==> src/rtl/sd_pkg.sv <==
// sd_pkg: shared constants and helpers for the sigma-delta receive path.
//   integ_width - width of the sinc2 integrators/combs for a given LOG2R.
//   sat_trunc   - maps a raw sinc2 output in [0, R^2] to an out_w-bit code.
//                 The value saturates to all-ones when bit 2*log2r is set.
//                 Otherwise the top out_w bits below that bit are kept.
package sd_pkg;

   // Two cascaded integrators of a 1-bit stream over R samples reach R^2,
   // which needs 2*LOG2R+1 bits to hold exactly.
   function automatic int integ_width(input int log2r);
      return 2 * log2r + 1;
   endfunction

   // Saturate-or-truncate scaling. Widths up to 32 bits are carried in a
   // fixed container; the caller narrows the result to its output width.
   function automatic logic [31:0] sat_trunc(input logic [31:0] yraw,
                                             input int          log2r,
                                             input int          out_w);
      logic [31:0] mask;
      logic [31:0] res;
      mask = (32'd1 << out_w) - 32'd1;
      if (yraw[2 * log2r]) begin
         res = mask;
      end else begin
         res = (yraw >> (2 * log2r - out_w)) & mask;
      end
      return res;
   endfunction

endpackage

==> src/rtl/sd_demod_bit_sync.sv <==
// bit_sync: STAGES-deep flop chain that brings an asynchronous 1-bit input
// into the clk domain. The chain clears to 0 on reset.
//   clk   - system clock
//   reset - synchronous, active-high reset
//   d     - asynchronous input bit
//   q     - synchronized bit (last stage of the chain)
module bit_sync #(
   parameter int STAGES = 2
) (
   input  logic clk,
   input  logic reset,
   input  logic d,
   output logic q
);

   logic [STAGES-1:0] chain;

   // Shift the input through the synchronizer chain.
   always_ff @(posedge clk) begin
      if (reset) begin
         chain <= {STAGES{1'b0}};
      end else begin
         chain[0] <= d;
         for (int i = 1; i < STAGES; i++) begin
            chain[i] <= chain[i-1];
         end
      end
   end

   assign q = chain[STAGES-1];

endmodule

==> src/rtl/sd_demod.sv <==
// sd_demod: recovers a parallel value from a first-order sigma-delta
// bitstream. The path is: synchronizer -> sinc2 (two integrators, two combs)
// decimating by R = 2^LOG2R -> saturating scale to OUT_W bits.
//   clk     - system clock
//   reset   - synchronous, active-high reset
//   x_in    - sigma-delta bitstream, may be asynchronous to clk
//   y       - decoded value, ones-density * 2^OUT_W, saturated
//   y_valid - one-cycle strobe per decimation window once warmed up
// All integrator/comb arithmetic is modulo 2^W. Integrator wrap is expected;
// the comb differences recover the exact window result despite it.
module sd_demod
   import sd_pkg::*;
#(
   parameter int LOG2R       = 10,
   parameter int OUT_W       = 10,
   parameter int SYNC_STAGES = 2
) (
   input  logic             clk,
   input  logic             reset,
   input  logic             x_in,
   output logic [OUT_W-1:0] y,
   output logic             y_valid
);

   localparam int               W          = integ_width(LOG2R);
   localparam logic [LOG2R-1:0] PHASE_LAST = {LOG2R{1'b1}};
   localparam logic [LOG2R-1:0] PHASE_ZERO = {LOG2R{1'b0}};
   localparam logic [1:0]       WARM_DONE  = 2'd2;

   logic             b;
   logic [W-1:0]     i1;
   logic [W-1:0]     i2;
   logic [W-1:0]     c1;
   logic [W-1:0]     d1;
   logic [W-1:0]     d2;
   logic [W-1:0]     yraw;
   logic [OUT_W-1:0] y_next;
   logic [LOG2R-1:0] phase;
   logic [1:0]       warm;

   bit_sync #(
      .STAGES(SYNC_STAGES)
   ) u_sync (
      .clk  (clk),
      .reset(reset),
      .d    (x_in),
      .q    (b)
   );

   // Second comb output and its scaled form, consumed on the phase-0 edge.
   always_comb begin
      yraw   = c1 - d2;
      y_next = OUT_W'(sat_trunc(32'(yraw), LOG2R, OUT_W));
   end

   // Integrators, phase counter, both combs, warm-up counter and outputs.
   always_ff @(posedge clk) begin
      if (reset) begin
         i1      <= {W{1'b0}};
         i2      <= {W{1'b0}};
         c1      <= {W{1'b0}};
         d1      <= {W{1'b0}};
         d2      <= {W{1'b0}};
         phase   <= PHASE_ZERO;
         warm    <= 2'd0;
         y       <= {OUT_W{1'b0}};
         y_valid <= 1'b0;
      end else begin
         i1      <= i1 + {{(W-1){1'b0}}, b};
         i2      <= i2 + i1;
         phase   <= phase + LOG2R'(1);
         y_valid <= 1'b0;
         if (phase == PHASE_LAST) begin
            c1 <= i2 - d1;
            d1 <= i2;
         end
         // Decimation event. The first two results still carry start-up
         // history, so y loads but the strobe stays low until warm.
         if (phase == PHASE_ZERO) begin
            d2      <= c1;
            y       <= y_next;
            y_valid <= (warm == WARM_DONE);
            if (warm != WARM_DONE) begin
               warm <= warm + 2'd1;
            end
         end
      end
   end

endmodule

==> config.mk <==
export PLATFORM = sky130hd
export DESIGN_NAME = sd_demod
export DESIGN_NICKNAME = d
export VERILOG_FILES = /design/src/rtl/sd_pkg.sv /design/src/rtl/sd_demod_bit_sync.sv /design/src/rtl/sd_demod.sv
export SDC_FILE = /design/constraint.sdc
export NUM_CORES = 1
export LEC_CHECK = 0
export ABC_AREA = 0
export CORE_MARGIN = 4
export CORE_UTILIZATION = 60
export CTS_BUF_LIST = sky130_fd_sc_hd__clkbuf_4 sky130_fd_sc_hd__clkbuf_8
export DETAILED_ROUTE_END_ITERATION = 10
export DONT_BUFFER_PORTS = 1
export HOLD_SLACK_MARGIN = 0.02
export PLACE_DENSITY_LB_ADDON = 0.08
export SYNTH_ARGS = -nofsm -noshare
export SYNTH_HDL_FRONTEND = slang
export SYNTH_SLANG_ARGS = --single-unit
==> constraint.sdc <==
create_clock -name clk -period 4.4 [get_ports clk]
set_clock_uncertainty 0.15 [all_clocks]
set_input_delay 0.88 -clock clk [delete_from_list [all_inputs] [get_ports clk]]
set_output_delay 0.88 -clock clk [all_outputs]
set_load 0.02 [all_outputs]
# Yosys cells after proc, flatten, opt, wreduce, memory -nomap -nowiden
# Cells that the tools add are included.
# word_totals
out_inout_bits,11
word_cells,24
n_memories,0
latchBits,0
ramBits,0
romBits,0
register_bits,130
input_bits,3
# op_classes
div,0
add_sub_neg,6
shifts,0
muxes,1
multipliers,0
magnitude_cmp,0
n_reduce_logical,3
bitwise_logic,1
n_eq_ne,3
# ops
op,count
$sub A21 B21 Y21,2
$add A21 B1 Y21,1
$add A21 B21 Y21,1
$add A10 B1 Y10 const B,1
$eq A10 B10 Y1 const B,1
$logic_not A10 Y1,1
$mux W10,1
$add A2 B1 Y2 const B,1
$eq A2 B2 Y1 const B,1
$ne A2 B2 Y1 const B,1
$reduce_and A2 Y1,1
$reduce_or A2 Y1,1
$not A1 Y1,1

# Logic depth before layout (Yosys ltp)
# Gate-level depths: netlist (run 1).
# depth
depth_word,3
ltp_mapped,10
depth_no_buf,10

# Cells and area by module
# From an unflattened synthesis (run 1), not the netlist that was laid out.
# unflattened
cells_unflattened,878
area_unflattened_um2,7228.2
# by_module_without_submodules
module,n_inst,seq_area_each_um2,cells_each,area_per_inst_um2
sd_demod,1,2562.5,874,7175.6
bit_sync,1,40.0,4,52.6

# Worst setup path before layout (run 1)
# No wires, ideal clock.
# synth_path
path_kind,register to register
start,reg i1[0]
end,reg i2[20]
arrival_time_ns,2.691
setup_time_ns,0.123
path_stages_with_launch,10
t_required_ns,4.127
slack_ns,1.435
period_less_slack_ns,2.965
n_path_buf,0
path_cell_list,dfxtp_1 -> ha_1 -> fa_1 -> a211o_1 -> a211o_2 -> a2111oi_4 -> or4_4 -> a21boi_2 -> o31ai_4 -> mux2_1
# synth_via
elab_chain_cells,1
# synth_rtl
item,line,rtl
from (decl),sd_demod.sv:31,logic [W-1:0] i1;
from (signal assigned),sd_demod.sv:59,i1 <= {W{1'b0}};
from (signal assigned),sd_demod.sv:69,"i1 <= i1 + {{(W-1){1'b0}}, b};"
$add A21 B21 Y21,sd_demod.sv:70,i2 <= i2 + i1;
to (signal assigned),sd_demod.sv:60,i2 <= {W{1'b0}};
to (signal assigned),sd_demod.sv:70,
to (decl),sd_demod.sv:32,logic [W-1:0] i2;
# No other way between the ends.
# A chain may end at the register's enable or synchronous reset.

# Worst setup path after layout (run 1)
# Same ends and word-level chain as after synthesis.

==> results of run 1 <==
[logic make-up (layout without fill, tap and decap cells)]
| logic type | count (synthesis) | count (layout) | share of synthesized area, % |
|---|---|---|---|
| fa+ha+maj | 66 | 66 | 11.5 |
| mux | 6 | 6 | 0.891 |
| xor+xnor | 51 | 51 | 6.12 |
| buf+inv | 91 | 82 | 4.70 |
| flops | 130 | 130 | 35.7 |
| compound gates | 212 | 212 | 19.0 |
| simple gates | 342 | 342 | 22.1 |
[power groups by stage]
stage	Clock (mW)	Combinational [mW]	Sequential, mW
CTS	0.841	0.133	1.23
global placement	0	0.128	1.26
floorplan	0	0.124	1.25
detailed placement	0	0.132	1.26
global route	0.900	0.149	1.23
finish	0.814	0.131	1.23
[cells in the mapped netlist (9+ instances only)]
| cell | count |
|---|---|
| o21ai_0 | 34 |
| xor2_1 | 33 |
| nand3_1 | 30 |
| a211oi_1 | 23 |
| ha_1 | 64 |
| nand2_1 | 124 |
| nor2b_1 | 19 |
| and3_1 | 12 |
| a21o_1 | 18 |
| inv_1 | 53 |
| xnor2_1 | 18 |
| clkbuf_1 | 34 |
| nor2_1 | 86 |
| or3_1 | 9 |
| a21oi_1 | 78 |
| nand3b_1 | 11 |
| dfxtp_1 | 130 |
| nor3_1 | 10 |
[cell type report]
type | instances | area [um2] | area share, %
Multi-Input combinational cell | 677 | 4350 | 56.8
Tap cell | 147 | 184 | 2.40
Sequential cell | 130 | 2600 | 33.9
Clock inverter | 2 | 10.0 | 0.130
Inverter | 53 | 199 | 2.59
Clock buffer | 23 | 292 | 3.80
Timing Repair Buffer | 4 | 30.0 | 0.391
[metal layers]
| metal | vias to the layer above | part of all wire (%) | track usage [%] |
|---|---|---|---|
| met1 | 2750 | 47 | 25.6 |
| met3 | 20 | 2.9 | 5.36 |
| met4 | 0 | 1.7 | 7.91 |
| met2 | 88 | 48 | 37.0 |
| met5 | - | 0 | 0 |
| li1 | 3097 | - | - |
[worst max-delay path: stages (launching register included)]
cell and delay, ns:
dfxtp_1 0.32, ha_1 0.22, fa_1 0.42, a211o_1 0.34, a211o_2 0.33, a2111oi_4 0.37, or4_4 0.21, a21boi_2 0.09
o31ai_4 0.25, mux2_1 0.34
[state kept, by name (all words and copies together), names as in the netlist, 2 cells and up]
signal / flops
u_sync.chain: 2
i1: 21
c1: 21
d2: 21
d1: 21
i2: 21
y: 10
warm: 2
phase: 10
[per-stage QoR]
stage               std cells  power (mW)
detailed placement       1011        1.39
floorplan                 898        1.38
CTS                      1036        2.20
global placement         1011        1.38
global route             1036        2.28
finish                   1036        2.18
[path summary, 6_finish.rpt]
kind	startpoint	end	slack [ns]	depth (start not counted)
setup / recovery	i1[0]	i2[20]	1.25	9
hold / removal	u_sync.chain[0]	u_sync.chain[1]	0.28	1
setup reg to reg	i1[0]	i2[20]	1.25	9
hold reg to reg	u_sync.chain[0]	u_sync.chain[1]	0.28	1
==> summary.md, run 1 <==
| Metric | Value |
|---|---|
| Status | `complete, no violations` |
| Clock share of power | `37.4%` |
| Max H-tree Level | `4` |
| Comb pwr share | `6.0%` |
| Most common cell after layout, fill and taps aside | `dfxtp_1` |
| Internal power | `1.67 mW` |
| Post-synth cell types | `63` |
| Design area | `7670 um2` |
| Die height | `118 um` |
| Area Overhead vs Synth | `5.09%` |
| CTS sink count | `130` |
| Leak | `3.09 nW` |
| Placer Congestion | `0.913` |
| Sequential fraction of the synthesis area | `35.7%` |
| CTS root buf | `clkbuf_8` |
| Worst vdd ir | `0.209 mV` |
| Placed instance area | `7370 um2` |
| Core Util, Final | `64.1%` |
| Synth top area cells | `dfxtp_1 36%, ha_1 11%, nand2_1 6.4%, a21oi_1 5.3%, nor2_1 4.4%` |
| PD cells | `284 nW/um2` |
| FMAX | `318 MHz` |
| Input/output buffers | `0` |
| Mean post-synth cell area | `8.13 um2` |
| Unrepaired setup endpoints after global routing | `no` |
| Chip width | `118 um` |
| Routed WL | `14400 um` |
| Num rows | `40` |
| Sequential power share | `56.6%` |
| Tmin final | `3.15 ns` |
| Most frequent cells in the layout | `130 x dfxtp_1, 124 x nand2_1, 86 x nor2_1` |
| Place WS | `1.26 ns` |
| Setup WS post-layout | `1.25 ns` |
| Layout cells sized above 1 | `5.17%` |
| Critical Path Fanout Max | `4` |
| Post_cts resized | `0` |
| Yosys reg bits | `130` |
| Worst hold margin | `0.285 ns` |
| Synth warn | `0` |
| Core outline area | `12000 um2` |
| Vias in the first global route | `5621` |
| Vias | `5955` |
| Mean routed wirelength per cell | `13.9 um` |
| CTS tree | `done` |
| Total track usage | `21.4%` |
| Post-CTS Setup Repair Bufs | `0` |
| Reg clk slew, reported paths | `0.06 ns` |
| Worst hold path class | `reg2reg` |
| NetSw | `0.502 mW` |
| Final nets | `952` |
| Fin crit share | `71.5%` |
| Starting density of the core | `61.0%` |
| CP required | `4.57 ns` |
| Final max-slew violation count | `0` |
| Arr. time, crit path | `3.32 ns` |
| I/O pin cnt | `14` |
| DR pass1 iterations | `4` |
| Vias per cell | `5.75` |
| Mapped Area | `7300 um2` |
| Slew @ Worst Pin | `0.976 ns` |
| # diodes | `0` |
| Initial antenna violation count | `0` |
| Final TNS setup | `0 ns` |
| Post-synth EDFFs | `0` |
| Nature of the critical path endpoint | `register` |
| Setup CP Type | `reg2reg` |
| Clock Latency Late Sink | `0.44 ns` |
| Syn Inst Count | `898` |
| Max Cap Viol | `0` |
| Async S/R FF share, synth | `0%` |
| First-pass GRT wire length | `25200 um` |
| Hold buffer count at CTS | `0` |
| # fillers | `1031` |
| Die Area | `14000 um2` |
| Overflow left after global routing | `0` |
| DRC viols | `0` |
| Startpoint Class | `register` |
| Top cell type's share of synthesized area | `35.7%` |
| Clock Tree Buf Depth | `2` |
| DR iter-0 viols | `384` |
| Antenna Nets Post-Route | `0` |
| Yosys top cell by area | `dfxtp_1` |
| Primary FF master, synth | `dfxtp_1` |
| Setup violators final | `0` |
| DP HPWL | `10300 um` |
| Syn nets | `967` |
| Largest net degree at the start of global routing | `147` |
| Count of final hold-check violations | `0` |
| Num CTS Buffers | `17` |
| Slew Limit Headroom | `34.9%` |
| Switching share of power | `23.1%` |
Note: power is estimated with default switching activity, not from simulation.
==> inputs of run 2 (changes only) <==
clock period = 2.55 ns   (was 4.4 ns; I/O delays follow)
==> run 2 against run 1 <==
The run now ends with setup timing left. Critical path depth is the same. Setup slack lost 1.6 ns. Wire length grew 12%. Combinational power grew 120%. Global-route usage grew 1.6 points. Clock power grew 130%. Critical path type unchanged. Sequential power grew 72%. Die area is the same. Cell area grew 13%. Register-to-register slack lost 1.6 ns. Sequential cell count is the same. Maximum frequency grew 8.5%. Largest power group unchanged.
==> summary.md, run 2 (synthesis gave the netlist of run 1 again) <==
| Metric | Value |
|---|---|
| Status | `complete, but fails checks` |
| Failing checks | `setup timing` |
| Final max-slew violation count | `0` |
| Worst hold path class | `in2reg` |
| Final non-filler cell total | `1112` |
| PD cells | `492 nW/um2` |
| WHS Path Cells | `2` |
| Die height | `118 um` |
| Core outline area | `12000 um2` |
| Arr. time, crit path | `3.08 ns` |
| Overflow left after global routing | `0` |
| Clock Latency Late Sink | `0.45 ns` |
| Reg2Reg Depth | `9` |
| Setup violators final | `14` |
| Critical Path Fanout Max | `4` |
| Core Util, Final | `72.3%` |
| Vias | `6301` |
| Max Cap Viol | `0` |
| Slew Limit Headroom | `68.3%` |
| Area Overhead vs Synth | `18.5%` |
| Die Area | `14000 um2` |
| Clock share of power | `43.2%` |
| Slew @ Worst Pin | `0.475 ns` |
| Input/output buffers | `0` |
| Mean routed wirelength per cell | `14.5 um` |
| Initial antenna violation count | `0` |
| Unrepaired setup endpoints after global routing | `yes` |
| DP HPWL | `10800 um` |
| Startpoint Class | `register` |
| Most common cell after layout, fill and taps aside | `nand2_1` |
| Comb pwr share | `6.9%` |
| Final Total Pwr | `4.26 mW` |
| Largest net degree at the start of global routing | `101` |
| Routed WL | `16100 um` |
| Sequential power share | `49.9%` |
| Num rows | `40` |
| Vias in the first global route | `5968` |
| NetSw | `0.964 mW` |
| Vias per cell | `5.67` |
| Worst vdd ir | `0.360 mV` |
| Placed insts | `1053` |
| Design area | `8650 um2` |
| Setup CP Type | `reg2reg` |
| # diodes | `0` |
| Leak | `3.60 nW` |
| CTS sink count | `130` |
| # fillers | `938` |
| Most frequent cells in the layout | `124 x nand2_1, 118 x dfxtp_1, 86 x nor2_1` |
| DR pass1 iterations | `5` |
| Starting density of the core | `61.0%` |
| DR iter-0 viols | `252` |
| CP required | `2.73 ns` |
| Count of final hold-check violations | `0` |
| Num CTS Buffers | `17` |
| DRC viols | `0` |
| Placer Congestion | `0.915` |
| Tmin final | `2.90 ns` |
| CTS root buf | `clkbuf_8` |
| Reg clk slew, reported paths | `0.07 ns` |
| Total track usage | `23.0%` |
| Layout cells sized above 1 | `16.0%` |
| Antenna Nets Post-Route | `0` |
| Clock Tree Buf Depth | `2` |
| Setup WS post-layout | `-0.351 ns` |
| Nature of the critical path endpoint | `register` |
| Placed instance area | `7720 um2` |
| Fin crit share | `114%` |
| Switching share of power | `22.6%` |
| Worst hold margin | `0.111 ns` |
| Max H-tree Level | `4` |
| Final nets | `1022` |
| FMAX | `345 MHz` |
| Internal power | `3.29 mW` |
| I/O pin cnt | `14` |
| CTS tree | `done` |
| First-pass GRT wire length | `26800 um` |
| Chip width | `118 um` |
[run 2: cell types whose count changed in the layout (fill, tap and decap cells not counted), moves of 5 or more]
cell	before	now
ha_1	64	55
dlygate4sd3_1	0	17
a211oi_1	23	18
dfxtp_2	0	12
buf_4	4	55
ha_4	0	6
o21ai_0	34	27
a211oi_2	0	5
dfxtp_1	130	118
[run 2: final cells by class]
class	count	area, um2	share of cell area, %
Inverter	53	199	2.30
Multi-Input combinational cell	677	4610	53.3
Clock buffer	26	320	3.70
Clock inverter	5	100	1.16
Timing Repair Buffer	74	622	7.19
Sequential cell	130	2620	30.3
Tap cell	147	184	2.13
[run 2: timing repair]
action | CTS | global route
endpoints found under the setup margin | 25 | 30
pin swaps | 20 | 27
hold buffers | 18 | 0
endpoints found under the hold margin | 117 | 0
setup buffers | 8 | 2
resized for setup | 18 | 37
cloned | 0 | 0
[run 2: path summary, 6_finish.rpt]
path	startpoint	end	slack, ns
setup / recovery	i1[0]	i2[16]	-0.35
hold / removal	reset	c1[20]	0.11
setup reg to reg	i1[0]	i2[16]	-0.35
hold reg to reg	d2[0]	d2[0]	0.30
[run 2: layer usage]
metal  wire length, um  vias up  global-route usage, %  share of wire [%]
met4               345        0                   8.13                2.1
li1                  -     3234                      -                  -
met1              7340     2929                   27.5                 46
met3               494       33                   5.36                3.1
met5                 0        -                      0                  0
met2              7930      105                   40.3                 49
[run 2: critical path, stage by stage (launching register included)]
cell	delay [ns]
dfxtp_2	0.34
ha_4	0.16
fa_2	0.36
a211o_1	0.30
a211o_2	0.33
a2111oi_4	0.35
or4_4	0.21
a21boi_4	0.07
o22ai_1	0.16
mux2_2	0.36
[run 2: power by group through the flow]
| stage | Sequential (mW) | Clock [mW] | Combinational, mW |
|---|---|---|---|
| floorplan | 2.16 | 0 | 0.216 |
| global placement | 2.17 | 0 | 0.238 |
| detailed placement | 2.17 | 0 | 0.249 |
| CTS | 2.13 | 1.88 | 0.289 |
| global route | 2.13 | 1.98 | 0.329 |
| finish | 2.12 | 1.84 | 0.293 |
[run 2: per-stage QoR]
stage | TNS (ns) | setup WS [ns]
6_report | -2.55 | -0.351
5_1_grt | -4.16 | -0.454
4_1_cts | -2.12 | -0.344
3_5_place_dp | -2.92 | -0.459
3_3_place_gp | -1.94 | -0.395
2_1_floorplan | -0.909 | -0.314
==> inputs of run 3 (changes only) <==
CORE_MARGIN = 2   (was 4)
CORE_UTILIZATION = 46   (was 60)
REMOVE_ABC_BUFFERS = 1   (was default)
==> run 3 against run 2 <==
The flow still finishes with violations (setup timing). Global-route usage decreased by 3.9 points. Cell area increased by 0.61%. First-iteration DRC count decreased by 26%. Highest routed layer unchanged. Count of clock-buffer cells in the layout decreased by 3.
==> summary.md, run 3 (synthesis gave the netlist of run 1 again) <==
| Metric | Value |
|---|---|
| Core Util, Final | `55.4%` |
| Placed insts | `1116` |
| Largest net degree at the start of global routing | `101` |
| Failing checks | `setup timing` |
| CP required | `2.72 ns` |
| Num CTS Buffers | `17` |
| Placer Congestion | `0.876` |
| Startpoint Class | `register` |
| Final non-filler cell total | `1180` |
| Routed WL | `15400 um` |
| Core outline area | `15700 um2` |
| Die Area | `16900 um2` |
| DR iter-0 viols | `186` |
| Max H-tree Level | `4` |
| Unrepaired setup endpoints after global routing | `yes` |
| Mean routed wirelength per cell | `13.1 um` |
| Reg2Reg Depth | `9` |
| Tmin final | `2.87 ns` |
| Vias | `6140` |
| Vias per cell | `5.20` |
| CTS tree | `done` |
| Initial antenna violation count | `0` |
| Status | `complete, but fails checks` |
| WP depth | `9` |
| Setup violators final | `14` |
| Critical Path Fanout Max | `4` |
| DRC viols | `0` |
| Clock Tree Buf Depth | `2` |
| Count of final hold-check violations | `0` |
| CP delay by family, top | `compound AO/OA/AOI/OAI gates` |
| Worst path cell trace | `ha_4, fa_2, a211o_1, a211o_2, a2111oi_4, or4_4, a21boi_4, o31ai_4, mux2_4` |
| Setup WS post-layout | `-0.323 ns` |
| # diodes | `0` |
| Max Cap Viol | `0` |
| Nature of the critical path endpoint | `register` |
| # fillers | `1497` |
| Input/output buffers | `0` |
| Final nets | `1023` |
| Fin crit share | `113%` |
| Worst vdd ir | `0.346 mV` |
| Slew Limit Headroom | `69.3%` |
| Worst Setup SP | `i1[0]` |
| Arr. time, crit path | `3.05 ns` |
| PD cells | `455 nW/um2` |
| DR pass1 iterations | `4` |
| Critical path's largest stage delay | `0.35 ns` |
| Overflow left after global routing | `0` |
| Final TNS setup | `-2.13 ns` |
| Slew @ Worst Pin | `0.461 ns` |
| Reg clk slew, reported paths | `0.07 ns` |
| FMAX | `348 MHz` |
| Most frequent cells in the layout | `124 x nand2_1, 124 x dfxtp_1, 85 x nor2_1` |
| Leak | `3.58 nW` |
| Final Total Pwr | `3.96 mW` |
| Setup CP Type | `reg2reg` |
| Total track usage | `19.1%` |
| Area Overhead vs Synth | `19.2%` |
| Worst hold path class | `in2reg` |
| Max stage delay cell, worst path | `a2111oi_4` |
| CTS sink count | `130` |
| Layout cells sized above 1 | `15.7%` |
| Chip width | `130 um` |
| First-pass GRT wire length | `26200 um` |
| I/O pin cnt | `14` |
| Final max-slew violation count | `0` |
| CTS root buf | `clkbuf_8` |
| Clock Latency Late Sink | `0.43 ns` |
| Num rows | `46` |
| CP endpoint | `i2[20]` |
| Die height | `130 um` |
| Crit path buf inv count | `0` |
| Setup slack, reg-to-reg | `-0.32 ns` |
| Vias in the first global route | `5759` |
| Worst r2r dst | `i2[20]` |
| DP HPWL | `10500 um` |
| Antenna Nets Post-Route | `0` |
| Starting density of the core | `46.5%` |
| Reg-to-reg critical path startpoint | `i1[0]` |
[run 3: cell types whose count changed in the layout (fill, tap and decap cells not counted), moves of 3 or more]
cell and delta:
bufinv_16 -3, clkbuf_4 -4, clkinv_2 +3, dfxtp_1 +6, dfxtp_2 -6, o21ai_0 -3
o21ai_2 +3
[run 3: area by class of cell]
class / count / area [um2] / share of cell area [%]
clock buffer: 23 / 304 / 3.49
clock inverter: 6 / 32.5 / 0.374
inverter: 53 / 201 / 2.31
multi-input combinational: 677 / 4640 / 53.3
sequential: 130 / 2610 / 30.0
tap: 216 / 270 / 3.10
timing repair buffer: 75 / 649 / 7.46
[run 3: report_power, final]
group / internal [mW] / total [mW] / switching, mW / leakage [nW]
Combinational: 0.140 / 0.317 / 0.177 / 2.35
Clock: 0.772 / 1.52 / 0.748 / 0.180
Sequential: 2.07 / 2.12 / 0.0521 / 1.05
Total: 2.98 / 3.96 / 0.978 / 3.58
[run 3: metrics by stage]
step / setup WS, ns / area (um2) / hold slack [ns]
3_5_place_dp: -0.589 / 7740 / 0.273
4_1_cts: -0.496 / 8470 / 0.0746
2_1_floorplan: -0.415 / 7160 / 0.264
6_report: -0.323 / 8700 / 0.112
3_3_place_gp: -0.504 / 7740 / 0.275
5_1_grt: -0.421 / 8700 / 0.0879
[run 3: what timing repair did]
| action | 4_1_cts | 5_1_grt |
|---|---|---|
| setup endpoints to repair | 21 | 37 |
| setup buffers | 11 | 5 |
| gates cloned | 0 | 1 |
| hold endpoints to repair | 117 | 0 |
| gates resized for setup | 30 | 44 |
| hold buffers | 18 | 0 |
| pin swaps | 23 | 23 |
[run 3: layer usage]
metal / routed length [um] / track usage [%]
met1: 7580 / 24.4
met2: 7310 / 32.5
met3: 345 / 4.51
met4: 190 / 5.38
met5: 0 / 0
[run 3: how the worst min path moves through the flow]
stage | from | to | slack [ns] | cells after the start
after floorplan | u_sync.chain[0] | u_sync.chain[1] | 0.26 | 1
after global placement | u_sync.chain[0] | u_sync.chain[1] | 0.27 | 1
after detailed placement | u_sync.chain[0] | u_sync.chain[1] | 0.27 | 1
after CTS | reset | c1[20] | 0.07 | 2
after global routing | reset | c1[20] | 0.09 | 2
final | reset | c1[20] | 0.11 | 2
